==> config.mk <==
export PLATFORM = sky130hd
export DESIGN_NAME = uart_tx
export DESIGN_NICKNAME = d
export VERILOG_FILES = /design/src/rtl/uart_pkg.sv /design/src/rtl/uart_baud_gen.sv /design/src/rtl/uart_tx.sv
export SDC_FILE = /design/constraint.sdc
export NUM_CORES = 1
export LEC_CHECK = 0
export ABC_AREA = 0
export BUFFER_PORTS_ARGS = -buffer_cell sky130_fd_sc_hd__clkbuf_2
export CAP_MARGIN = 20
export CORE_AREA = 2 2 66 62
export CTS_BUF_LIST = sky130_fd_sc_hd__clkbuf_8
export DETAILED_ROUTE_END_ITERATION = 6
export DIE_AREA = 0 0 68 64
export PLACE_DENSITY = 0.7
export SLEW_MARGIN = 40
export SYNTH_ARGS = -nofsm -noshare
export SYNTH_HDL_FRONTEND = slang
export SYNTH_HIERARCHICAL = 1
export SYNTH_SLANG_ARGS = --single-unit
==> constraint.sdc <==
create_clock -name clk -period 2.4 [get_ports clk]
set_clock_uncertainty 0.05 [all_clocks]
set_input_delay 0.36 -clock clk [delete_from_list [all_inputs] [get_ports clk]]
set_output_delay 0.36 -clock clk [all_outputs]
set_load 0.02 [all_outputs]
==> src/rtl/uart_pkg.sv <==
// ============================================================================
// Module : uart_pkg
// Brief  : Shared state encoding, parity modes and defaults for the UART TX.
// Rev    : 1.0  initial release
// ============================================================================
`default_nettype none

package uart_pkg;

  typedef enum logic [2:0] {
    S_IDLE   = 3'd0,
    S_START  = 3'd1,
    S_DATA   = 3'd2,
    S_PARITY = 3'd3,
    S_STOP   = 3'd4
  } uart_state_t;

  localparam int PAR_NONE = 0;
  localparam int PAR_ODD  = 1;
  localparam int PAR_EVEN = 2;

  localparam int CLK_DIV_DEFAULT = 868;

  // Word is zero-extended by the caller, so padding never changes the result.
  function automatic logic parity_bit(input logic [8:0] word, input int mode);
    return (mode == PAR_ODD) ? ~^word : ^word;
  endfunction

endpackage

`default_nettype wire

==> src/rtl/uart_baud_gen.sv <==
// ============================================================================
// Module : uart_baud_gen
// Brief  : Bit-period down-counter; tick marks the last cycle of each bit.
// Rev    : 1.0  initial release
// ============================================================================
`default_nettype none

module uart_baud_gen
  import uart_pkg::*;
#(
  parameter int CLK_DIV = CLK_DIV_DEFAULT
) (
  input  logic clk,
  input  logic rst,
  input  logic restart,
  output logic tick,
  output logic tick_next
);

  localparam int CW = $clog2(CLK_DIV);

  logic [CW-1:0] r_cnt;

  always_ff @(posedge clk or negedge rst) begin
    if (!rst) begin
      r_cnt <= '0;
    end else if (restart || (r_cnt == '0)) begin
      r_cnt <= CW'(CLK_DIV - 1);
    end else begin
      r_cnt <= r_cnt - 1'b1;
    end
  end

  assign tick      = (r_cnt == '0);
  assign tick_next = (r_cnt == CW'(1));

endmodule

`default_nettype wire

==> src/rtl/uart_tx.sv <==
// ============================================================================
// Module : uart_tx
// Brief  : Parametrised UART transmitter (start, LSB-first data, optional
//          parity, 1/2 stop bits). UART_TX_BREAK_EN adds the brk input.
// Rev    : 1.0  initial release
// ============================================================================
`default_nettype none

module uart_tx
  import uart_pkg::*;
#(
  parameter int CLK_DIV   = CLK_DIV_DEFAULT,
  parameter int DATA_BITS = 8,
  parameter int PARITY    = PAR_NONE,
  parameter int STOP_BITS = 1
) (
  input  logic                 clk,
  input  logic                 rst,
`ifdef UART_TX_BREAK_EN
  input  logic                 brk,
`endif
  input  logic                 start,
  input  logic [DATA_BITS-1:0] data,
  output logic                 ready,
  output logic                 busy,
  output logic                 signal,
  output logic                 done
);

  localparam logic [3:0] C_DATA_BITS = 4'(DATA_BITS);
  localparam logic [3:0] C_LAST_STOP = 4'(STOP_BITS - 1);

  uart_state_t          r_state;
  logic [DATA_BITS-1:0] r_shift;
  logic                 r_par;
  logic [3:0]           r_bit_cnt;
  logic                 r_signal;
  logic                 r_ready;
  logic                 r_busy;
  logic                 r_done;

  logic w_brk;
  logic w_accept;
  logic w_tick;
  logic w_tick_next;

`ifdef UART_TX_BREAK_EN
  assign w_brk = brk;
`else
  assign w_brk = 1'b0;
`endif

  assign w_accept = start & r_ready;

  uart_baud_gen #(
    .CLK_DIV (CLK_DIV)
  ) u_baud (
    .clk       (clk),
    .rst       (rst),
    .restart   (w_accept),
    .tick      (w_tick),
    .tick_next (w_tick_next)
  );

  always_ff @(posedge clk or negedge rst) begin
    if (!rst) begin
      r_state   <= S_IDLE;
      r_shift   <= '0;
      r_par     <= 1'b0;
      r_bit_cnt <= '0;
      r_signal  <= 1'b1;
      r_ready   <= 1'b1;
      r_busy    <= 1'b0;
      r_done    <= 1'b0;
    end else begin
      r_done <= 1'b0;
      // Acceptance also covers the done cycle, giving gap-free back-to-back frames.
      if (w_accept) begin
        r_state   <= S_START;
        r_shift   <= data;
        r_par     <= parity_bit(9'(data), PARITY);
        r_bit_cnt <= '0;
        r_signal  <= 1'b0;
        r_ready   <= 1'b0;
        r_busy    <= 1'b1;
      end else begin
        case (r_state)
          S_IDLE: begin
            // Ready trails the line by a cycle when a break is released.
            r_signal <= ~w_brk;
            r_ready  <= ~w_brk & r_signal;
          end
          S_START: begin
            if (w_tick) begin
              r_state   <= S_DATA;
              r_signal  <= r_shift[0];
              r_shift   <= r_shift >> 1;
              r_bit_cnt <= 4'd1;
            end
          end
          S_DATA: begin
            if (w_tick) begin
              if (r_bit_cnt == C_DATA_BITS) begin
                r_bit_cnt <= '0;
                if (PARITY != PAR_NONE) begin
                  r_state  <= S_PARITY;
                  r_signal <= r_par;
                end else begin
                  r_state  <= S_STOP;
                  r_signal <= 1'b1;
                end
              end else begin
                r_signal  <= r_shift[0];
                r_shift   <= r_shift >> 1;
                r_bit_cnt <= r_bit_cnt + 4'd1;
              end
            end
          end
          S_PARITY: begin
            if (w_tick) begin
              r_state  <= S_STOP;
              r_signal <= 1'b1;
            end
          end
          S_STOP: begin
            if (r_bit_cnt == C_LAST_STOP) begin
              if (w_tick_next) begin
                r_done  <= 1'b1;
                r_ready <= 1'b1;
              end
              if (w_tick) begin
                r_state  <= S_IDLE;
                r_busy   <= 1'b0;
                r_signal <= ~w_brk;
                r_ready  <= ~w_brk;
              end
            end else if (w_tick) begin
              r_bit_cnt <= r_bit_cnt + 4'd1;
            end
          end
          default: r_state <= S_IDLE;
        endcase
      end
    end
  end

  assign ready  = r_ready;
  assign busy   = r_busy;
  assign signal = r_signal;
  assign done   = r_done;

endmodule

`default_nettype wire

After elaboration in Yosys (flattened, before gate mapping)
Cells that the tools add are included.
{ "totals": {"out_inout_bits": 4, "regBits": 29} }
{ "classes": {"n_reduce_logical": 17, "bitwise": 1, "n_mux": 41, "n_eq_ne": 16, "addsub": 2} }
{ "op_table": {"columns": ["op", "n"], "rows": [
  ["2-to-1 mux 8 bit", 4],
  ["2-to-1 mux 4 bit", 6],
  ["2-to-1 mux 3 bit", 7],
  ["2-to-1 mux 1 bit", 18],
  ["case mux 8 bit (2 select lines)", 1],
  ["case mux 3 bit (5 select lines)", 1],
  ["inequality test 3 x 1 -> 1 bit (second input constant)", 4],
  ["inequality test 3 x 2 -> 1 bit (second input constant)", 4],
  ["case mux 4 bit (3 select lines)", 1],
  ["== test 10 x 1 -> 1 bit (second input constant)", 1],
  ["logical NOT 10 bit", 1],
  ["2-to-1 mux 10 bit", 1],
  ["subtractor 10 x 1 -> 10 bit (second input constant)", 1],
  ["AND reduction 4 bit", 2],
  ["AND reduction 7 bit", 1],
  ["== test 3 x 2 -> 1 bit (second input constant)", 2],
  ["AND reduction 3 bit", 2],
  ["nonzero test 2 bit", 3],
  ["nonzero test 3 bit", 2],
  ["nonzero test 6 bit", 1],
  ["case mux 1 bit (5 select lines)", 1],
  ["AND reduction 5 bit", 1],
  ["adder 4 x 1 -> 4 bit (second input constant)", 1],
  ["== test 4 bit (second input constant)", 1],
  ["other kinds (10)", 10]
]} }

Depth between registers and ports, before layout
{ "logic_depth": {"word_depth": 6, "mapped_depth": 10} }

Modules after synthesis
Netlist, hierarchy kept.
{ "by_module_without_submodules": {"columns": ["mod", "cells_each", "seq_area_each_um2", "area_each_um2", "instances"], "rows": [
  ["uart_tx", 132, 478.0, 1181.1, 1],
  ["uart_baud_gen", 54, 250.2, 561.8, 1]
]} }

Worst setup path before layout
OpenSTA, ideal clock, no wires.
{ "synth_path": {"path_kind": "flip-flop to flip-flop", "from": "reg u_baud.r_cnt[0]", "to": "reg r_shift[0]", "t_required_ns": 2.222, "stages_incl_launch_ff": 10, "setup_ns": 0.128, "setup_slack_ns": -0.136, "path_buffers": 3, "arrival_ns": 2.358, "cell_sequence": "dfrtp_1 inv_1 ha_1 or3b_1 buf_6 nor3_1 clkbuf_1 a31o_1 buf_2 mux2_1"} }
{ "synth_via": {"elab_chain_cells": 3, "word_cells_on_any_way": 4} }
{ "synth_rtl": {"columns": ["element", "line", "source"], "rows": [
  ["from (decl)", "uart_baud_gen.sv:22", "logic [CW-1:0] r_cnt;"],
  ["from (signal assigned)", "uart_baud_gen.sv:28", "r_cnt <= CW'(CLK_DIV - 1);"],
  ["from (signal assigned)", "uart_baud_gen.sv:30", "r_cnt <= r_cnt - 1'b1;"],
  ["logical NOT 10 bit *", "uart_baud_gen.sv:34", "assign tick = (r_cnt == '0);"],
  ["via w_tick", "uart_tx.sv:44", "logic w_tick;"],
  ["inequality test 3 x 1 -> 1 bit (no source line)", null, null],
  ["AND reduction 4 bit (no source line) *", null, null],
  ["to (signal assigned)", "uart_tx.sv:80", "r_shift <= data;"],
  ["to (signal assigned)", "uart_tx.sv:97", "r_shift <= r_shift >> 1;"],
  ["to (signal assigned)", "uart_tx.sv:114", "r_shift <= r_shift >> 1;"],
  ["to (decl)", "uart_tx.sv:34", "logic [DATA_BITS-1:0] r_shift;"]
]} }
The timed path passes the listed nets; every way through them passes the cells marked *.
A chain may end at the register's enable or synchronous reset.

Final worst setup path
{ "layout_path": {"from": "reg u_baud.r_cnt[1]", "to": "reg r_bit_cnt[3]"} }
{ "layout_via": {"elab_chain_cells": 3, "word_cells_on_any_way": 5} }
{ "layout_rtl": {"columns": ["element", "line", "source"], "rows": [
  ["logical NOT 10 bit *", "uart_baud_gen.sv:34", null],
  ["via w_tick", "uart_tx.sv:44", null],
  ["inequality test 3 x 1 -> 1 bit (no source line)", null, null],
  ["AND reduction 5 bit (no source line) *", null, null],
  ["to (signal assigned)", "uart_tx.sv:115", "r_bit_cnt <= r_bit_cnt + 4'd1;"],
  ["to (signal assigned)", "uart_tx.sv:138", "r_bit_cnt <= r_bit_cnt + 4'd1;"],
  ["to (decl)", "uart_tx.sv:36", "logic [3:0] r_bit_cnt;"]
]} }
Marks and branches as above.

==> results_dict.tcl <==
set metrics [dict create \
    status "finished clean" \
    clk_pin_slew_worst_paths_ps 60 \
    seq_area_frac_synth 0.418 \
    cp.required_ps 2570 \
    worst_setup_path_end_kind "register" \
    worst_slew_pin_slew_ps 727 \
    drt_wl_total_microns 3610 \
    layout_min_cycle_time_ps 2260 \
    start_util 0.481 \
    numCtsBuffers 5 \
    ir_drop_uv 621 \
    synth_edf_count 0 \
    avgSynthCellArea_sq_um 9.37 \
    pwr_density_cell_nw_per_um2 999 \
    synth_area_sq_um 1740 \
    diodes 0 \
    yosysTopAreaCell "dfrtp_1" \
    timing.slew.headroom 0.515 \
    cts_sinks 29 \
    synthFlopType "dfrtp_1" \
    antenna_left 0 \
    overflow 0 \
    post_drt_wl_per_cell_microns 14.3 \
    grt_pass1_vias 1488 \
    cts_root_buffer "clkbuf_8" \
    synth_cell_types 45 \
    cts_tree "yes" \
    die_w_microns 68 \
    htreeDepth 2 \
    power.total_uw 2010 \
    die_y_microns 64 \
    hpwlAfterDp_microns 2500 \
    grt.total_usage 0.196 \
    synth_area_leaders "dfrtp_1 39%, nand2_1 7.3%, a2111oi_4 4.7%" \
    drc_errors 0 \
    setup_violations 0 \
    portBuffers 14 \
    drt-initial-drc-count 63 \
    syn-num-nets 201 \
    register_area_sq_um 728 \
    final_nets 220 \
    pre_cts_ws_ps 18.6 \
    filler_cell_count 322 \
    yosys_warnings 6 \
    whs_ps 74.2 \
    fmax_mhz 443 \
    final_layout_size_suffix_gt1_frac 0.209 \
    vias 1411 \
    clkLatencyLatePin_ps 280 \
    grt_first_pass_wirelength_microns 6480 \
    io_pins 15 \
    critPathKind "register to register" \
    hold_viol 0 \
    cp.arrival_ps 2430 \
    antenna_found_initial 0 \
    postSynth.asyncResetShare 1.00 \
    period_share 0.941 \
    rrSetupSlack_ps 140 \
    startpoint_type "register" \
    synth_top_area_frac 0.388 \
    netlist_instances 186 \
    p_leak_uw 0.000860 \
    setup_ws_ps 142 \
    reg2reg_depth 8 \
    cts_hold_buf 0 \
    rows 21 \
    synth.most_common_cell "nand2_1" \
    multi_input_area_sq_um 935 \
    clock_path_buffers 2 \
    vias_per_cell 5.60 \
    gp_congestion 0.757 \
    dieArea_sq_um 4350 \
    core_sq_um 3630 \
    holdCritPathClass "input port to async pin" \
    finalMaxSlewViolations 0 \
    yosys-top-cells-count "34 x nand2_1, 27 x dfrtp_1, 10 x inv_1" \
    drt_first_pass_iters 4 \
    synth-seq-cells 29 \
    areaGrowthSynthToFinish_pct 15.4 \
    grt_max_degree 30 \
    drv_cap 0 \
    critPathMaxFanout 4 \
]
[layout make-up]
type                       instances  area share
timing repair buffer              22      0.0647
clock inverter                     2      0.0187
clock buffer                       6      0.0410
sequential                        29       0.362
multi-input combinational        136       0.465
inverter                          11      0.0205
tap                               46      0.0286
[metrics by stage]
step / std cells / utilization / instance area, sq um / TNS (ps)
final: 252 / 0.555 / 2010 / 0
after global routing: 252 / 0.555 / 2010 / -3.19
after CTS: 252 / 0.553 / 2010 / 0
after detailed placement: 244 / 0.520 / 1890 / 0
after global placement: 244 / 0.520 / 1890 / 0
after floorplan: 186 / - / 1750 / 0
[path summary, 6_finish.rpt]
kind                                       from      endpoint
worst max-delay path            u_baud/r_cnt[1]  r_bit_cnt[3]
worst min-delay path                        rst  r_bit_cnt[0]
worst max register to register  u_baud/r_cnt[1]  r_bit_cnt[3]
worst min register to register             busy          busy
max in group asynchronous                   rst    r_state[1]
min in group clk                        data[7]    r_shift[7]
[flip-flops by register name, indices dropped and copies added, names as in the netlist]
signal        count
busy              1
done              1
r_bit_cnt         4
r_shift           8
r_state           3
ready             1
signal            1
u_baud/r_cnt     10
[critical path, cell delays in order, from the launching register on]
cell	delay (ps)
dfrtp_1	390
inv_1	80
ha_2	170
or3b_1	410
nor3_4	170
and4bb_2	280
a2111oi_4	80
or4b_1	470
nand3_1	90
[layout by cell type (no fill, tap or decap), types with 2 or more instances in the layout]
master	instances
a2111oi_4	3
a21o_1	3
a21oi_1	9
and3_1	2
and4bb_2	2
buf_4	8
clkbuf_2	14
clkbuf_8	6
dfrtp_1	27
dfstp_2	2
ha_1	3
inv_1	10
mux2_1	7
nand2_1	34
nand2b_1	4
nand3_1	8
nor2_1	7
nor3_1	4
o21ai_0	5
o21ai_1	5
o2bb2ai_1	2
o31ai_1	5
or3_1	5
or3b_1	6
or4_1	2
xnor2_1	2
[power breakdown]
part	switching (uW)	internal, uW
Clock	194	337
Combinational	384	292
Sequential	138	665
Total	716	1290
[per-layer routing]
layer  GRT usage  share of wire  vias up
li1            -              -      702
met1       0.243           0.45      676
met2       0.312           0.49       25
met3      0.0634          0.045        8
met4      0.0750          0.017        0
met5           0              0        -
[cell families (layout without fill, tap and decap cells)]
logic type | Yosys count | in the layout | synth area share
simple gates | 81 | 81 | 0.251
xor+xnor | 2 | 2 | 0.0101
buf+inv | 21 | 41 | 0.0538
compound gates | 42 | 42 | 0.194
flops | 29 | 29 | 0.418
mux | 7 | 7 | 0.0452
fa+ha+maj | 4 | 4 | 0.0287
[what timing repair did]
action	4_1_cts	5_1_grt
endpoints found under the setup margin	0	8
resized for setup	0	2
setup buffers	0	0
(Power assumes the default switching activity.)
